File: config.mk
export PLATFORM = sky130hd
export DESIGN_NAME = instr_fetch_unit
export DESIGN_NICKNAME = d
export VERILOG_FILES = /design/src/rtl/instr_fetch_unit.sv
export SDC_FILE = /design/constraint.sdc
export NUM_CORES = 1
export LEC_CHECK = 0
export CORE_ASPECT_RATIO = 1.5
export CORE_MARGIN = 3
export CORE_UTILIZATION = 44
export DETAILED_ROUTE_END_ITERATION = 6
export PLACE_DENSITY = 0.95
export SLEW_MARGIN = 30
export SYNTH_ARGS = -nofsm -noshare
export SYNTH_HDL_FRONTEND = slang
export SYNTH_SLANG_ARGS = --single-unit
File: constraint.sdc
create_clock -name clk -period 2.9 [get_ports clk]
set_input_delay 0.29 -clock clk [delete_from_list [all_inputs] [get_ports clk]]
set_output_delay 0.29 -clock clk [all_outputs]
set_load 0.02 [all_outputs]
File: src/rtl/instr_fetch_unit.sv
// ---------------------------------------------------------------------------
// instr_fetch_unit
//
// Fetch stage sitting behind pc_control_unit. It takes the PC, issues one
// read at a time to a synchronous instruction memory, and hands the returned
// word downstream over a valid/ready handshake. A redirect in WAIT or HOLD
// throws the fetched word away and refetches from the new PC. EndFlag on an
// accepted instruction parks the unit in HALT until start drops.
//
// Optional feature: define IFU_PERF_CNT_EN to build the saturating
// fetch/stall performance counters. Without it both counters read 0.
//
// Ports:
//   clk          system clock, rising edge
//   reset        asynchronous active-low reset
//   start        fetch enable
//   PC           fetch address (pc_control_unit.PCNext)
//   redirect     non-sequential PC change, flushes WAIT/HOLD
//   EndFlag      program end marker
//   imem_req     one-cycle memory read strobe
//   imem_addr    word-aligned read address (0 when not requesting)
//   imem_rdata   read data, valid the cycle after imem_req
//   Instr        fetched instruction
//   instr_pc     address Instr was read from
//   instr_valid  Instr valid
//   instr_ready  downstream accept
//   fetch_err    sticky misaligned-PC flag
//   fetch_count  accepted-instruction counter
//   stall_count  backpressure-cycle counter
// ---------------------------------------------------------------------------
module instr_fetch_unit #(
    parameter int unsigned ADDR_W = 32,
    parameter int unsigned DATA_W = 32
) (
    input  logic              clk,
    input  logic              reset,
    input  logic              start,
    input  logic [ADDR_W-1:0] PC,
    input  logic              redirect,
    input  logic              EndFlag,
    output logic              imem_req,
    output logic [ADDR_W-1:0] imem_addr,
    input  logic [DATA_W-1:0] imem_rdata,
    output logic [DATA_W-1:0] Instr,
    output logic [ADDR_W-1:0] instr_pc,
    output logic              instr_valid,
    input  logic              instr_ready,
    output logic              fetch_err,
    output logic [31:0]       fetch_count,
    output logic [31:0]       stall_count
);

    typedef enum logic [2:0] {
        S_IDLE,
        S_FETCH,
        S_WAIT,
        S_HOLD,
        S_HALT
    } state_t;

    state_t            state;
    state_t            state_next;
    logic [ADDR_W-1:0] aligned_pc;
    logic [ADDR_W-1:0] req_pc;

    assign aligned_pc = {PC[ADDR_W-1:2], 2'b00};

    // -----------------------------------------------------------------------
    // State register
    // -----------------------------------------------------------------------
    always_ff @(posedge clk or negedge reset) begin
        if (!reset) begin
            state <= S_IDLE;
        end else begin
            state <= state_next;
        end
    end

    // -----------------------------------------------------------------------
    // Next-state logic
    // -----------------------------------------------------------------------
    always_comb begin
        state_next = state;
        unique case (state)
            S_IDLE: begin
                if (start) begin
                    state_next = S_FETCH;
                end
            end
            S_FETCH: begin
                // The address has already been taken from PC; redirect is
                // irrelevant here.
                state_next = S_WAIT;
            end
            S_WAIT: begin
                if (redirect) begin
                    state_next = S_FETCH;
                end else begin
                    state_next = S_HOLD;
                end
            end
            S_HOLD: begin
                if (redirect) begin
                    state_next = S_FETCH;
                end else if (instr_ready) begin
                    if (EndFlag) begin
                        state_next = S_HALT;
                    end else if (start) begin
                        state_next = S_FETCH;
                    end else begin
                        state_next = S_IDLE;
                    end
                end
            end
            S_HALT: begin
                if (!start) begin
                    state_next = S_IDLE;
                end
            end
            default: state_next = S_IDLE;
        endcase
    end

    // -----------------------------------------------------------------------
    // Memory request outputs (decoded from state)
    // -----------------------------------------------------------------------
    always_comb begin
        imem_req  = 1'b0;
        imem_addr = '0;
        if (state == S_FETCH) begin
            imem_req  = 1'b1;
            imem_addr = aligned_pc;
        end
    end

    // -----------------------------------------------------------------------
    // Fetch datapath
    // -----------------------------------------------------------------------
    always_ff @(posedge clk or negedge reset) begin
        if (!reset) begin
            req_pc      <= '0;
            Instr       <= '0;
            instr_pc    <= '0;
            instr_valid <= 1'b0;
            fetch_err   <= 1'b0;
        end else begin
            // instr_valid is high exactly while the FSM sits in HOLD.
            instr_valid <= (state_next == S_HOLD);
            if (state == S_FETCH) begin
                req_pc <= aligned_pc;
                if (PC[1:0] != 2'b00) begin
                    fetch_err <= 1'b1;
                end
            end
            if ((state == S_WAIT) && !redirect) begin
                Instr    <= imem_rdata;
                instr_pc <= req_pc;
            end
        end
    end

    // -----------------------------------------------------------------------
    // Performance counters
    // -----------------------------------------------------------------------
`ifdef IFU_PERF_CNT_EN
    logic handshake;
    logic stall;

    assign handshake = instr_valid & instr_ready;
    assign stall     = (state == S_HOLD) & ~instr_ready;

    always_ff @(posedge clk or negedge reset) begin
        if (!reset) begin
            fetch_count <= '0;
            stall_count <= '0;
        end else begin
            if (handshake && (fetch_count != '1)) begin
                fetch_count <= fetch_count + 32'd1;
            end
            if (stall && (stall_count != '1)) begin
                stall_count <= stall_count + 32'd1;
            end
        end
    end
`else
    assign fetch_count = '0;
    assign stall_count = '0;
`endif

endmodule

==> metrics.md, run 1 <==
| Metric | Value |
|---|---|
| Status | `complete, no violations` |
| Worst-Skew Late Latency | `0.33 ns` |
| Post-synth top area share | `52.0%` |
| Worst Skew | `0.0118 ns` |
| Post-CTS Resized | `0` |
| Sw frac | `approximately a third` |
| First-pass GRT wire length | `15.9 mm` |
| Design Power | `7.53 mW` |
| Largest net degree at the start of global routing | `88` |
| IO buf count | `164` |
| Seq/Total Area, Yosys | `52.0%` |
| Ys Warns | `0` |
| Share of layout cells above drive strength 1 | `24.0%` |
| DR DRC count | `0` |
| Vias in the first global route | `2982` |
| Crit path kind | `flip-flop to output port` |
| HPWL Detailed | `a little over 7 mm` |
| Final ANT Viol Nets | `0` |
| Setup bufs post-CTS | `0` |
| Cell count after placement | `~610` |
| Worst Setup SP | `state[0]` |
| Flop pwr share | `32.6%` |
| Largest area contributor in the netlist | `dfrtp_1` |
| Vias | `around 2800` |
| Clock root cell | `clkbuf_16` |
| Switching pwr | `2.55 mW` |
| Reg2reg start | `state[2]` |
| Pleak | `2.87 nW` |
| # diodes | `0` |
| Commonest non-fill, non-tap cell in the layout | `clkdlybuf4s50_1` |
| Max cap viols | `0` |
| Number of CTS-inserted buffers | `9` |
| Row count | `between 40 and 50` |
| Placeable Area | `10200 um2` |
| Synth Instances | `roughly 320` |
| Cell depth of the worst flop-to-flop path | `4` |
| Drt pass-1 iters | `4` |
| Comb pwr share | `approximately half` |
| Unrepaired setup endpoints after global routing | `false` |
| Worst Path Arrival | `2.23 ns` |
| Fmax | `396 MHz` |
| Final std cells w/o fill | `629` |
| CP Max Fanout | `62` |
| Worst-Margin Slew | `0.764 ns` |
| CP endpoint kind | `output port` |
| Fillers | `between 700 and 800` |
| Hold Path Class | `input port to async pin` |
| IO Count | `233` |
| Clock slew at reported path FFs | `0.07 ns` |
| Die Span Y | `~130 um` |
| Reg-to-reg setup timing slack | `0.95 ns` |
| RePlAce Congestion | `0.747` |
| Final Instance Area | `about 6500 um2` |
| Overflow after GRT | `0` |
| WP data required | `2.61 ns` |
| Clock sink count | `97` |
| H-tree depth | `3` |
| Clk buf depth | `2` |
| Number of synthesized register bits | `97` |
| Initial DRC count | `45` |
| Clk pwr share | `between 10% and 20%` |
| Initial antenna violation count | `0` |
| Setup TNS Final | `0 ns` |
| CTS tree | `done` |
| Maximum vdd drop | `0.554 mV` |
| Pins Over Slew Limit | `0` |
| Drt via density | `4.50` |
| Pint | `4.98 mW` |
| Layout Area Growth over Synthesis | `38.3%` |
| Crit path time final | `2.52 ns` |
| Final nets | `553` |
| Area contributors post-synth | `dfrtp_1, mux2_4, buf_4` |
| Setup violators final | `0` |
| Placed Instance Area | `6130 um2` |
| Period utilization | `87.0%` |
| Initial core utilization | `45.6%` |
| Tot GR Track Use | `16.5%` |
| DIE WIDTH | `roughly 90 um` |
| Worst reg2reg endpoint | `Instr[16]` |
| Worst Hold Margin | `0.00647 ns` |
| Commonest non-fill, non-tap cells in the layout | `clkdlybuf4s50_1, dfrtp_1, conb_1` |
| Startpoint Class | `flip-flop` |
| Routed len/inst | `15.6 um` |
| Hold violation count in the final report | `0` |
| Max-slew headroom | `between 40% and 50%` |
| Mapped Area | `4670 um2` |
| WL final | `just under 10 mm` |
| Mapped Avg Cell Area | `14.7 um2` |
| Unique masters post-synth | `23` |
| CTS Hold Bufs | `0` |
| Full die area | `11900 um2` |
| Pwr Density | `1170 nW/um2` |
## cells in the mapped netlist
| cell | number |
|---|---|
| buf_2 | 1 |
| buf_4 | 70 |
| nor2b_1 | 1 |
| dfrtp_1 | 97 |
| buf_12 | 6 |
| nand2b_2 | 1 |
| clkbuf_1 | 3 |
| o22ai_1 | 1 |
| nor2_8 | 1 |
| nand2_1 | 1 |
| a21o_1 | 1 |
| or2_2 | 1 |
| nor3_1 | 2 |
| a21oi_1 | 3 |
| conb_1 | 1 |
| or3b_4 | 1 |
| and2_1 | 30 |
| inv_1 | 1 |
| nand3b_1 | 2 |
| nand3_1 | 1 |
| mux2_2 | 32 |
| nor2_4 | 1 |
| mux2_4 | 60 |
## worst max-delay path, cell delays in order (launching register included)
cell	delay [ns]
dfrtp_1	0.55
nand2b_2	0.13
nor2_4	0.11
buf_12	0.24
and2_1	0.19
clkdlybuf4s50_1	0.62
## worst max path at each step
stage,slack (ns),cells after the start,end
2_1_floorplan,1.18,4,imem_addr[23]
3_3_place_gp,0.70,5,Instr[15]
3_5_place_dp,0.65,5,Instr[16]
4_1_cts,0.36,5,imem_addr[6]
5_1_grt,0.28,5,imem_addr[6]
6_report,0.38,5,imem_addr[6]
## cell families after synthesis
group / count (synthesis) / synth area share [%]
AO/OA/AOI/OAI: 5 / 0.616
other: 1 / 0.0803
AND/OR/NAND/NOR: 42 / 6.11
buffers and inverters: 81 / 14.2
flip-flops: 97 / 52.0
multiplexers: 92 / 27.0
## per-stage QoR
| step | utilization [%] | setup WS, ns |
|---|---|---|
| global route | 63.1 | 0.280 |
| global placement | 59.8 | 0.702 |
| CTS | 63.1 | 0.361 |
| floorplan | - | 1.18 |
| detailed placement | 59.8 | 0.653 |
| finish | 63.1 | 0.377 |
## sequential cells by signal, indices dropped and copies added (netlist names)
| register | flops |
|---|---|
| instr_valid | 1 |
| instr_pc | 30 |
| req_pc | 30 |
| Instr | 32 |
| fetch_err | 1 |
| state | 3 |
## routing by layer
layer | track usage [%] | part of all wire, % | vias up
li1 | - | - | 1258
met1 | 18.5 | 35 | 1396
met2 | 29.9 | 55 | 156
met3 | 3.48 | 7.1 | 18
met4 | 7.07 | 2.3 | 0
met5 | 0 | 0 | -
## layout make-up
class | count | area (um2) | area share, %
multi-input combinational | 207 | 1830 | 28.3
sequential | 97 | 2430 | 37.6
timing repair buffer | 167 | 1690 | 26.2
clock inverter | 6 | 95.1 | 1.47
inverter | 1 | 3.75 | 0.0581
clock buffer | 10 | 239 | 3.70
tap | 141 | 176 | 2.73
## power by group through the flow
stage               clock network [mW]  registers, mW  logic (mW)
floorplan                            0           2.94        1.87
global placement                     0           2.42        3.73
detailed placement                   0           2.46        3.82
CTS                               1.33           2.46        3.84
global route                      1.38           2.54        3.99
finish                            1.29           2.45        3.79
Note: power is estimated with default switching activity, not from simulation.
==> inputs of run 2 (changes only) <==
--- a/config.mk
+++ b/config.mk
@@ -5,11 +5,12 @@
 export SDC_FILE = /design/constraint.sdc
 export NUM_CORES = 1
 export LEC_CHECK = 0
-export CORE_ASPECT_RATIO = 1.5
 export CORE_MARGIN = 3
 export CORE_UTILIZATION = 44
 export DETAILED_ROUTE_END_ITERATION = 6
+export GPL_TIMING_DRIVEN = 0
 export PLACE_DENSITY = 0.95
+export RECOVER_POWER = 25
 export SLEW_MARGIN = 30
 export SYNTH_ARGS = -nofsm -noshare
 export SYNTH_HDL_FRONTEND = slang
==> metrics.md, run 2 (synthesis results as in run 1) <==
| Metric | Value |
|---|---|
| Status | `complete, no violations` |
| Worst-Skew Late Latency | `around 0.36 ns` |
| Commonest non-fill, non-tap cell in the layout | `clkdlybuf4s50_1` |
| Worst Path Arrival | `2.39 ns` |
| WL final | `11.0 mm` |
| CTS tree | `done` |
| Final std cells w/o fill | `700` |
| Clock root cell | `clkbuf_8` |
| H-tree depth | `3` |
| Number of CTS-inserted buffers | `9` |
| HPWL Detailed | `between 8 and 9 mm` |
| RePlAce Congestion | `0.690` |
| Initial DRC count | `96` |
| Clk buf depth | `2` |
| Worst-Margin Slew | `approximately 1.2 ns` |
| Crit-path slowest cell | `clkdlybuf4s50_1` |
| Setup violators final | `0` |
| Pint | `approximately 4.6 mW` |
| Hold Path Class | `flip-flop to flip-flop` |
| CP endpoint | `imem_addr[19]` |
| Placeable Area | `10000 um2` |
| Clock slew at reported path FFs | `0.09 ns` |
| First-pass GRT wire length | `16.9 mm` |
| Share of layout cells above drive strength 1 | `33.9%` |
| Pwr Density | `a little over 1000 nW/um2` |
| CP Cell Sequence | `nand2b_2, nor2_4, clkbuf_1, and2_1, clkdlybuf4s50_1` |
| Drt pass-1 iters | `4` |
| Clock sink count | `97` |
| Max FFs per register | `32` |
| Crit path kind | `flip-flop to output port` |
| Reg2reg start | `state[2]` |
| Clk pwr share | `10.7%` |
| Top Family by Delay on Critical Path | `buffers and inverters` |
| Worst Setup SP | `state[0]` |
| Worst Skew | `0.0112 ns` |
| Sw frac | `35.8%` |
| Period utilization | `92.5%` |
| Max cap viols | `0` |
| Cell depth of the worst flop-to-flop path | `4` |
| Initial antenna violation count | `0` |
| Tot GR Track Use | `18.4%` |
| Layout Area Growth over Synthesis | `48.5%` |
| Full die area | `around 12000 um2` |
| Maximum vdd drop | `roughly 0.54 mV` |
| Initial core utilization | `46.5%` |
| WP data required | `2.61 ns` |
| Largest net degree at the start of global routing | `between 50 and 60` |
| Final nets | `632` |
| Critical path depth in cells | `5` |
| Top Registers | `Instr (32), instr_pc (30), req_pc (30)` |
| Drt via density | `4.32` |
| Fmax | `approximately 370 MHz` |
| Overflow after GRT | `0` |
| Unrepaired setup endpoints after global routing | `false` |
| IO Count | `approximately 230` |
| DIE WIDTH | `109 um` |
| Flop pwr share | `34.2%` |
| Die Span Y | `109 um` |
| Pins Over Slew Limit | `0` |
| Hold violation count in the final report | `0` |
| Pleak | `3.21 nW` |
| Largest stage delay on the critical path | `0.61 ns` |
| Startpoint Class | `flip-flop` |
| Max-slew headroom | `between 10% and 20%` |
| # diodes | `0` |
| Crit path time final | `2.68 ns` |
| Reg with most FFs | `Instr` |
| Comb pwr share | `55.1%` |
| IO buf count | `approximately 160` |
| CP Max Fanout | `10` |
| Hold depth | `1` |
| Buf/Inv on CP | `2` |
| Vias | `~3000` |
| Cell count after placement | `683` |
| DR DRC count | `0` |
| Vias in the first global route | `between 3000 and 4000` |
| Switching pwr | `2.58 mW` |
| Worst reg2reg endpoint | `Instr[21]` |
| Final ANT Viol Nets | `0` |
| Routed len/inst | `15.8 um` |
| Row count | `36` |
| Reg-to-reg setup timing slack | `1.09 ns` |
| Commonest non-fill, non-tap cells in the layout | `clkdlybuf4s50_1, dfrtp_1, buf_4` |
| Design Power | `7.20 mW` |
| CP endpoint kind | `output port` |
run 2: cell type report:
class	instances	area [um2]
well taps	133	166
inverters	1	3.75
plain buffers	80	663
repair buffers	166	1670
multi-input cells	207	1830
clock inverters	6	43.8
clock buffers	10	128
fillers	652	3110
flip-flops and latches	97	2430
run 2: worst min-delay path by stage:
stage / startpoint / end / slack [ns]
2_1_floorplan: reset / Instr[0] / -0.006
3_3_place_gp: fetch_err / fetch_err / 0.44
3_5_place_dp: reset / instr_pc[29] / 0.25
4_1_cts: reset / instr_pc[30] / 0.43
5_1_grt: fetch_err / fetch_err / 0.49
6_report: fetch_err / fetch_err / 0.47
run 2: timing repair:
action                                 CTS  global route
hold buffers                             1             0
setup endpoints to repair                0             1
endpoints found under the hold margin   46             0
gates resized for setup                  0             2
buffers inserted                         0             0
run 2: power by group through the flow:
stage | registers, mW | clock network [mW] | logic (mW)
2_1_floorplan | 2.94 | 0 | 1.87
3_3_place_gp | 2.43 | 0 | 3.90
3_5_place_dp | 2.48 | 0 | 4.00
4_1_cts | 2.46 | 0.804 | 4.02
5_1_grt | 2.55 | 0.855 | 4.21
6_report | 2.46 | 0.774 | 3.97
run 2: layer usage:
layer | track usage (%) | routed length, um | up-vias
met5 | 0 | 0 | -
met3 | 5.51 | 1090 | 6
li1 | - | - | 1414
met2 | 32.2 | 5550 | 145
met4 | 5.77 | 68 | 0
met1 | 21.7 | 4330 | 1457
run 2: per-stage QoR:
stage / utilization [%] / TNS [ns] / hold slack (ns) / cell area (um2) / setup slack (ns)
floorplan: - / 0 / -0.00559 / 4920 / 1.18
global placement: 67.0 / -176.37 / 0.442 / 6730 / -1.82
detailed placement: 67.3 / 0 / 0.246 / 6760 / 0.514
CTS: 69.1 / 0 / 0.427 / 6940 / 0.111
global route: 69.1 / 0 / 0.486 / 6940 / 0.0210
finish: 69.1 / 0 / 0.473 / 6940 / 0.217
==> inputs of run 3 (changes only) <==
--- a/config.mk
+++ b/config.mk
@@ -9,6 +9,7 @@
 export CORE_UTILIZATION = 44
 export DETAILED_ROUTE_END_ITERATION = 6
 export GPL_TIMING_DRIVEN = 0
+export HOLD_SLACK_MARGIN = 0.12
 export PLACE_DENSITY = 0.95
 export RECOVER_POWER = 25
 export SLEW_MARGIN = 30
==> results of run 3 <==
No change in the layout: final DEF, timing and power equal those of run 2.
